==> src/rtl/moving_sum.sv <==
// Boxcar accumulator: running signed sum of the last 2**LOG2N accepted samples.
// Build option MOVING_SUM_EARLY_VALID_EN: out_valid also pulses for partial sums while filling.
module moving_sum #(
    parameter int IW    = 12,
    parameter int LOG2N = 4,
    localparam int OW   = IW + LOG2N
) (
    input  logic          clk,
    input  logic          rst_n,
    input  logic          clear,
    input  logic          in_valid,
    input  logic [IW-1:0] in,
    output logic          out_valid,
    output logic [OW-1:0] out,
    output logic          full
);

    localparam int N     = 2 ** LOG2N;
    localparam int CNT_W = LOG2N + 1;

    typedef enum logic {FILL, RUN} state_e;

    state_e             state_q, state_d;
    logic [LOG2N-1:0]   wr_ptr_q, wr_ptr_d;
    logic [CNT_W-1:0]   cnt_q, cnt_d;
    logic [OW-1:0]      acc_q, acc_d;
    logic               out_valid_q, out_valid_d;
    logic [IW-1:0]      mem_q [N];

    logic               accept;
    logic [IW-1:0]      old_sample;

    assign accept = in_valid && !clear;

    // Stale buffer contents are masked while filling, so the buffer never needs clearing.
    assign old_sample = (state_q == RUN) ? mem_q[wr_ptr_q] : '0;

    always_comb begin
        state_d = state_q;
        if (clear) begin
            state_d = FILL;
        end else if (in_valid && state_q == FILL && cnt_q == CNT_W'(N - 1)) begin
            state_d = RUN;
        end
    end

    always_comb begin
        wr_ptr_d = wr_ptr_q;
        cnt_d    = cnt_q;
        acc_d    = acc_q;
        if (clear) begin
            wr_ptr_d = '0;
            cnt_d    = '0;
            acc_d    = '0;
        end else if (in_valid) begin
            wr_ptr_d = wr_ptr_q + 1'b1;
            if (cnt_q != CNT_W'(N)) begin
                cnt_d = cnt_q + 1'b1;
            end
            acc_d = acc_q + {{LOG2N{in[IW-1]}}, in}
                          - {{LOG2N{old_sample[IW-1]}}, old_sample};
        end
    end

    always_comb begin
`ifdef MOVING_SUM_EARLY_VALID_EN
        out_valid_d = accept;
`else
        out_valid_d = accept && (state_d == RUN);
`endif
    end

    always_ff @(posedge clk or negedge rst_n) begin
        if (!rst_n) begin
            state_q     <= FILL;
            wr_ptr_q    <= '0;
            cnt_q       <= '0;
            acc_q       <= '0;
            out_valid_q <= 1'b0;
        end else begin
            state_q     <= state_d;
            wr_ptr_q    <= wr_ptr_d;
            cnt_q       <= cnt_d;
            acc_q       <= acc_d;
            out_valid_q <= out_valid_d;
        end
    end

    always_ff @(posedge clk) begin
        if (accept) begin
            mem_q[wr_ptr_q] <= in;
        end
    end

    assign out       = acc_q;
    assign out_valid = out_valid_q;
    assign full      = (state_q == RUN);

endmodule

==> config.mk <==
export PLATFORM = sky130hd
export DESIGN_NAME = moving_sum
export DESIGN_NICKNAME = d
export VERILOG_FILES = /design/src/rtl/moving_sum.sv
export SDC_FILE = /design/constraint.sdc
export NUM_CORES = 1
export LEC_CHECK = 0
export CAP_MARGIN = 20
export CORE_UTILIZATION = 55
export CTS_CLUSTER_DIAMETER = 50
export CTS_CLUSTER_SIZE = 25
export DETAILED_ROUTE_END_ITERATION = 16
export PLACE_DENSITY_LB_ADDON = 0.15
export SETUP_SLACK_MARGIN = 0.02
export SYNTH_ARGS = -nofsm -noshare
export SYNTH_HDL_FRONTEND = slang
export SYNTH_SLANG_ARGS = --single-unit
==> constraint.sdc <==
create_clock -name clk -period 4.34 [get_ports clk]
set_clock_uncertainty 0.15 [all_clocks]
set_input_delay 1.085 -clock clk [delete_from_list [all_inputs] [get_ports clk]]
set_output_delay 1.085 -clock clk [all_outputs]
set_load 0.01 [all_outputs]
# Yosys cells after proc, flatten, opt, wreduce, memory -nomap -nowiden
# Memory sizes are Yosys's and may differ from the RTL's.
# Cells that the tools add are included.
# op_classes
add_sub_neg	4
n_eq_ne	2
muxes	12
n_bitwise	1
reduce_logical	8
# op_table
cell	count
$mux 16	2
$add 16x16->16	1
$sub 16x16->16	1
$mux 5	3
$mux 12	1
$mux 4	2
$add 5x1->5 const B	1
$eq 5x4->1 const B	1
$ne 5x5->1 const B	1
$add 4x1->4 const B	1
$logic_and 1x1->1	4
$mux 1	4
$reduce_bool 2->1	2
$reduce_and 2->1	1
$logic_not 1->1	1
$not 1->1	1
# totals
reg_bits	27
ramBits	192
inputBits	16
out_inout_bits	18
mem_count	1
# memory_table
memory	depth	word_bits	read_ports	rd_ports_with_merged_regs	write_ports	line	source
mem_q	16	12	1	0	1	28	logic [IW-1:0] mem_q [N];

# Longest topological paths before layout
# depth
word_depth	6
mapped_depth	16
ltp_nobuf	14

# Least setup slack after synthesis
# OpenSTA, ideal clock, no wires.
# synth_timing
path_type	register to register
start	register wr_ptr_q[1]
end	register acc_q[15] (netlist: out[15])
setup_time_ns	0.078
arrival_ns	4.031
t_required_ns	4.112
path_slack_ns	0.081
path_stages_with_launch	15
path_buffers	2
synth_period_minus_slack_ns	4.259
cell_sequence	dfrtp_1 > clkbuf_1 > clkbuf_1 > mux4_2 > mux4_2 > and2_1 > fa_1 > inv_1 > ha_1 > a211oi_1 > o21ai_2 > o2111ai_1 > a31oi_1 > or4_1 > a21oi_1
# synth_via
elab_chain_len	5
# synth_lines
item	line	source
start, declared	24	logic [LOG2N-1:0] wr_ptr_q, wr_ptr_d;
start signal, assigned	82	wr_ptr_q <= wr_ptr_d;
$mem_v2 16x12	n/a	
$mux 12	36	assign old_sample = (state_q == RUN) ? mem_q[wr_ptr_q] : '0;
$sub 16x16->16	61	- {{LOG2N{old_sample[IW-1]}}, old_sample};
$mux 16	55	end else if (in_valid) begin
$mux 16	51	if (clear) begin
end signal, assigned	78	acc_q <= '0;
end signal, assigned	84	acc_q <= acc_d;
end, declared	26	logic [OW-1:0] acc_q, acc_d;
# No other way between the ends. The select of a mux whose other input is x is not followed.
# A chain may end at the register's enable or synchronous reset.

# Worst setup path in the final report
# layout_timing
start	register wr_ptr_q[0]
end	register acc_q[15] (netlist: out[15])
# The elaborated chain is that of the path after synthesis.

==> results by group <==
Setup path
  – Max stage delay on crit path: 0.54 ns
  – Startpoint Class: flop
  – CP required: 4.62 ns
  – Critical R2R Launch: wr_ptr_q[0]
  – Most frequent CP cell: mux4_2
  – Crit end category: flop
  – CP Max Fanout: 9
  – Reg2reg path depth: 15
  – CP Cell Sequence: buf_6 > buf_12 > buf_4 > mux4_2 > mux4_2 > and2_4 > fa_1 > inv_1 > ha_4 > and3_4 > and3_1 > o2111ai_2 > and4_1 > or4_1 > a21oi_2
  – CP max-delay cell: dfrtp_4
  – R2R Setup Slk: -0.07 ns
  – RR Endpoint: out[15]
  – Worst EP arrival: roughly 4.7 ns
  – WS Path Type: reg -> reg
  – WP buf/inv: 4
  – Largest delay share family, worst path: simple AND/OR/NAND/NOR gates

Final layout
  – Layout area overhead: 23.42%
  – Post-layout util: 70.11%
  – Non-Filler Instances: 963
  – Final net count: roughly 780
  – Diode count: 0
  – Design area: 0.01221 sq mm
  – Share of layout cells above drive strength 1: 31.71%

Synth
  – Post-synthesis register bit count: roughly 220
  – Leading area contributor after synthesis: edfxtp_1
  – Top FF cell, synth: edfxtp_1
  – Yosys Warn Count: 0
  – Avg Inst Size Synth: 16.57 sq um
  – Sequential element share of the synthesized area: around 65%
  – Post-synth EDFFs: approximately 190
  – Netlist cell types: a little over 50
  – Share of Yosys cell area claimed by the top area cell type: 58.27%
  – Mapped cell area: roughly 0.0099 sq mm
  – Syn Inst Count: about 600
  – Syn nets: about 650
  – Asr flop ratio synth: around 12%
  – Largest cells by area after synthesis: edfxtp_1 58%, mux4_2 13%, dfrtp_1 6.8%, fa_1 3.0%, ha_1 3.0%

Floorplan
  – Initial core utilization: 56.81%
  – Core area: 0.01742 sq mm
  – DIE WIDTH: around 140 um
  – Die footprint: around 0.019 sq mm
  – Rows: between 40 and 50
  – Num ports: 34
  – Die Y: between 100 and 150 um

Worst hold path
  – HP Class: reg -> reg
  – Hold wc startpoint: out[6]
  – Hold path depth: 2
  – Hold endpoint: out[6]

CTS
  – CTS clk-pin slew, worst paths: about 0.080 ns
  – Number of CTS-inserted buffers: 21
  – CTS Buffer Depth: 3
  – H-tree levels: 1
  – TritonCTS clock tree: done
  – CTS Sinks: between 200 and 250
  – Clk_lat worst skew: 0.52 ns
  – Root Driver: clkbuf_16

Timing
  – Worst setup margin: -0.07393 ns
  – Unrepaired setup endpoints after global routing: true
  – Highest clock rate: between 200 and 250 MHz
  – Setup TNS: -0.1458 ns
  – Count of final hold-check violations: 0
  – Max Slew Vio Count: 0
  – Slew @ Worst Pin: just over 0.7 ns
  – Minimum clock period: ~4.4 ns
  – Endpoints failing setup: 3
  – Max-Slew Margin vs Limit: between 50% and 60%
  – Period utilization: 101.7%

Run
  – Maximum capacitance violations: 0

Placement
  – Cell area after placement: approximately 0.011 sq mm
  – Final HPWL DP: ~14,000 um
  – IO Port Bufs: 33
  – DP Cell Count: approximately 900
  – GP Congestion: between 0.8 and 0.9

Drt
  – Drt first pass iters: 5
  – DRT Wirelength: approximately 21,000 um
  – Wire length per cell: between 20 and 25 um
  – Post-detailed-route count of antenna-violating nets: 0
  – DR vias: 5,730
  – Iter 0 DRT Violations: 302
  – DR DRC count: 0
  – Vias per std cell: about 6.0

GRT
  – Largest net degree at the start of global routing: 37
  – GRT Util Overall: 24.30%
  – Number of global-route vias before repair: roughly 5,800
  – Initial antenna violation count: 0
  – Grt ovf: 0
  – First-pass GRT wire length: around 33,000 um

Pwr
  – Leak pwr: between 4 and 5 nW
  – Sequential cell fraction of total power: 39.4%
  – Pwr/cell area: roughly 500 mW/mm^2
  – Combinational share of power: a little under 30%
  – P_int: between 4 and 5 mW
  – Sw Share: approximately 29%
  – Clock power frac: a little under a third
  – P_sw: between 1.5 and 2 mW
  – Peak VDD IR: roughly 0.00043 V
  – Total chip power: just over 6 mW

Run status
  – Status: finished with violations
  – Failing checks: setup timing
## power by group through the flow
stage | Sequential, mW | Clock (mW) | Combinational, mW
6_report | 2.41 | 1.92 | 1.79
5_1_grt | 2.42 | 2.01 | 1.96
4_1_cts | 2.41 | 1.95 | 1.62
3_5_place_dp | 2.46 | 0 | 1.46
3_3_place_gp | 2.45 | 0 | 1.44
2_1_floorplan | 2.47 | 0 | 0.886
## synth_stat cells, drive strengths merged (8+ instances only)
cell and instances:
mux4 59, and2 13, edfxtp 192, buf 11, clkbuf 15, dfrtp 27
nor3 9, ha 24, inv 67, nor2 38, a21o 8, fa 15
a21oi 12, nand2 18
## per-layer routing
metal | routed length [um] | vias to the layer above | GRT usage, % | share of wire [%]
met5 | 0 | - | 0 | 0
met4 | 751 | 0 | 8.333 | 3.5
met3 | 1311 | 49 | 4.027 | 6.2
met2 | 10420 | 218 | 39.59 | 49
met1 | 8806 | 2933 | 33.48 | 41
li1 | - | 2530 | - | -
## worst reg2reg max path: stages, from the launching register on
cell       delay (ns)
dfrtp_4          0.54
buf_6            0.15
buf_12           0.14
buf_4            0.14
mux4_2           0.42
mux4_2           0.48
and2_4           0.17
fa_1             0.47
inv_1            0.06
ha_4             0.29
and3_4           0.19
and3_1           0.18
o2111ai_2        0.14
and4_1           0.24
or4_1            0.42
a21oi_2          0.13
## how the worst max path moves through the flow
stage,from,end,slack [ns],cells after the start
after floorplan,wr_ptr_q[1],out[15],0.08,14
after global placement,in[1],out[15],-0.01,11
after detailed placement,wr_ptr_q[0],out[15],-0.08,13
after CTS,wr_ptr_q[0],out[15],-0.03,15
after global routing,wr_ptr_q[0],out[15],-0.20,16
final,wr_ptr_q[0],out[15],-0.07,15
## logic make-up after synthesis
family	after synthesis	synth area share [%]
mux	68	14.37
flops	219	65.10
compound gates	62	4.451
simple gates	104	5.134
buf+inv	93	3.819
xor+xnor	12	1.062
fa+ha+maj	39	6.070
## timing repair
| item | 4_1_cts | 5_1_grt |
|---|---|---|
| buffers inserted | 13 | 10 |
| pin swaps | 9 | 12 |
| hold buffers | 0 | 0 |
| gates cloned | 2 | 0 |
| endpoints found under the setup margin | 6 | 8 |
| resized for setup | 26 | 19 |
## flip-flops by register name, summed over array words and instances (netlist names)
register / flops
full: 1
mem_q: 192
out: 16
wr_ptr_q: 4
cnt_q: 5
out_valid: 1
## through the flow
stage               hold slack, ns  worst slack, ns
floorplan                   0.3524          0.08068
global placement            0.3732         -0.01470
detailed placement          0.3931         -0.08265
CTS                         0.4024         -0.02749
global route                0.4417          -0.2044
finish                      0.4084         -0.07393
## area by class of cell
type / instances / area [sq um]
clock buffer: 22 / 529.3
clock inverter: 16 / 202.7
inverter: 67 / 251.5
timing repair buffer: 129 / 1202
sequential: 219 / 6446
multi-input combinational: 285 / 3298
fill: 1129 / 5205
tap: 225 / 281.5
## cell usage in the layout, fill, tap and decap left out, types with 4 or more instances in the layout
| master | Yosys | layout |
|---|---|---|
| xnor2_1 | 6 | 6 |
| clkdlybuf4s50_1 | 0 | 33 |
| a21oi_1 | 12 | 10 |
| or3_1 | 4 | 4 |
| xor2_1 | 6 | 6 |
| edfxtp_1 | 192 | 192 |
| dfrtp_1 | 27 | 25 |
| buf_4 | 5 | 80 |
| a211oi_1 | 7 | 4 |
| mux2i_1 | 7 | 7 |
| ha_1 | 24 | 15 |
| mux4_2 | 59 | 59 |
| buf_6 | 1 | 7 |
| nand2_1 | 18 | 18 |
| and2_1 | 13 | 9 |
| nor3_2 | 0 | 4 |
| ha_4 | 0 | 8 |
| inv_1 | 67 | 64 |
| o31ai_1 | 5 | 5 |
| a21o_1 | 8 | 8 |
| nor3_1 | 9 | 5 |
| fa_1 | 15 | 14 |
| nor2_1 | 38 | 38 |
| and2_4 | 0 | 4 |
| clkbuf_16 | 0 | 21 |
| o211ai_1 | 4 | 4 |
| buf_12 | 0 | 8 |
| inv_6 | 0 | 6 |
No activity file was read; power rests on OpenSTA's default activity.
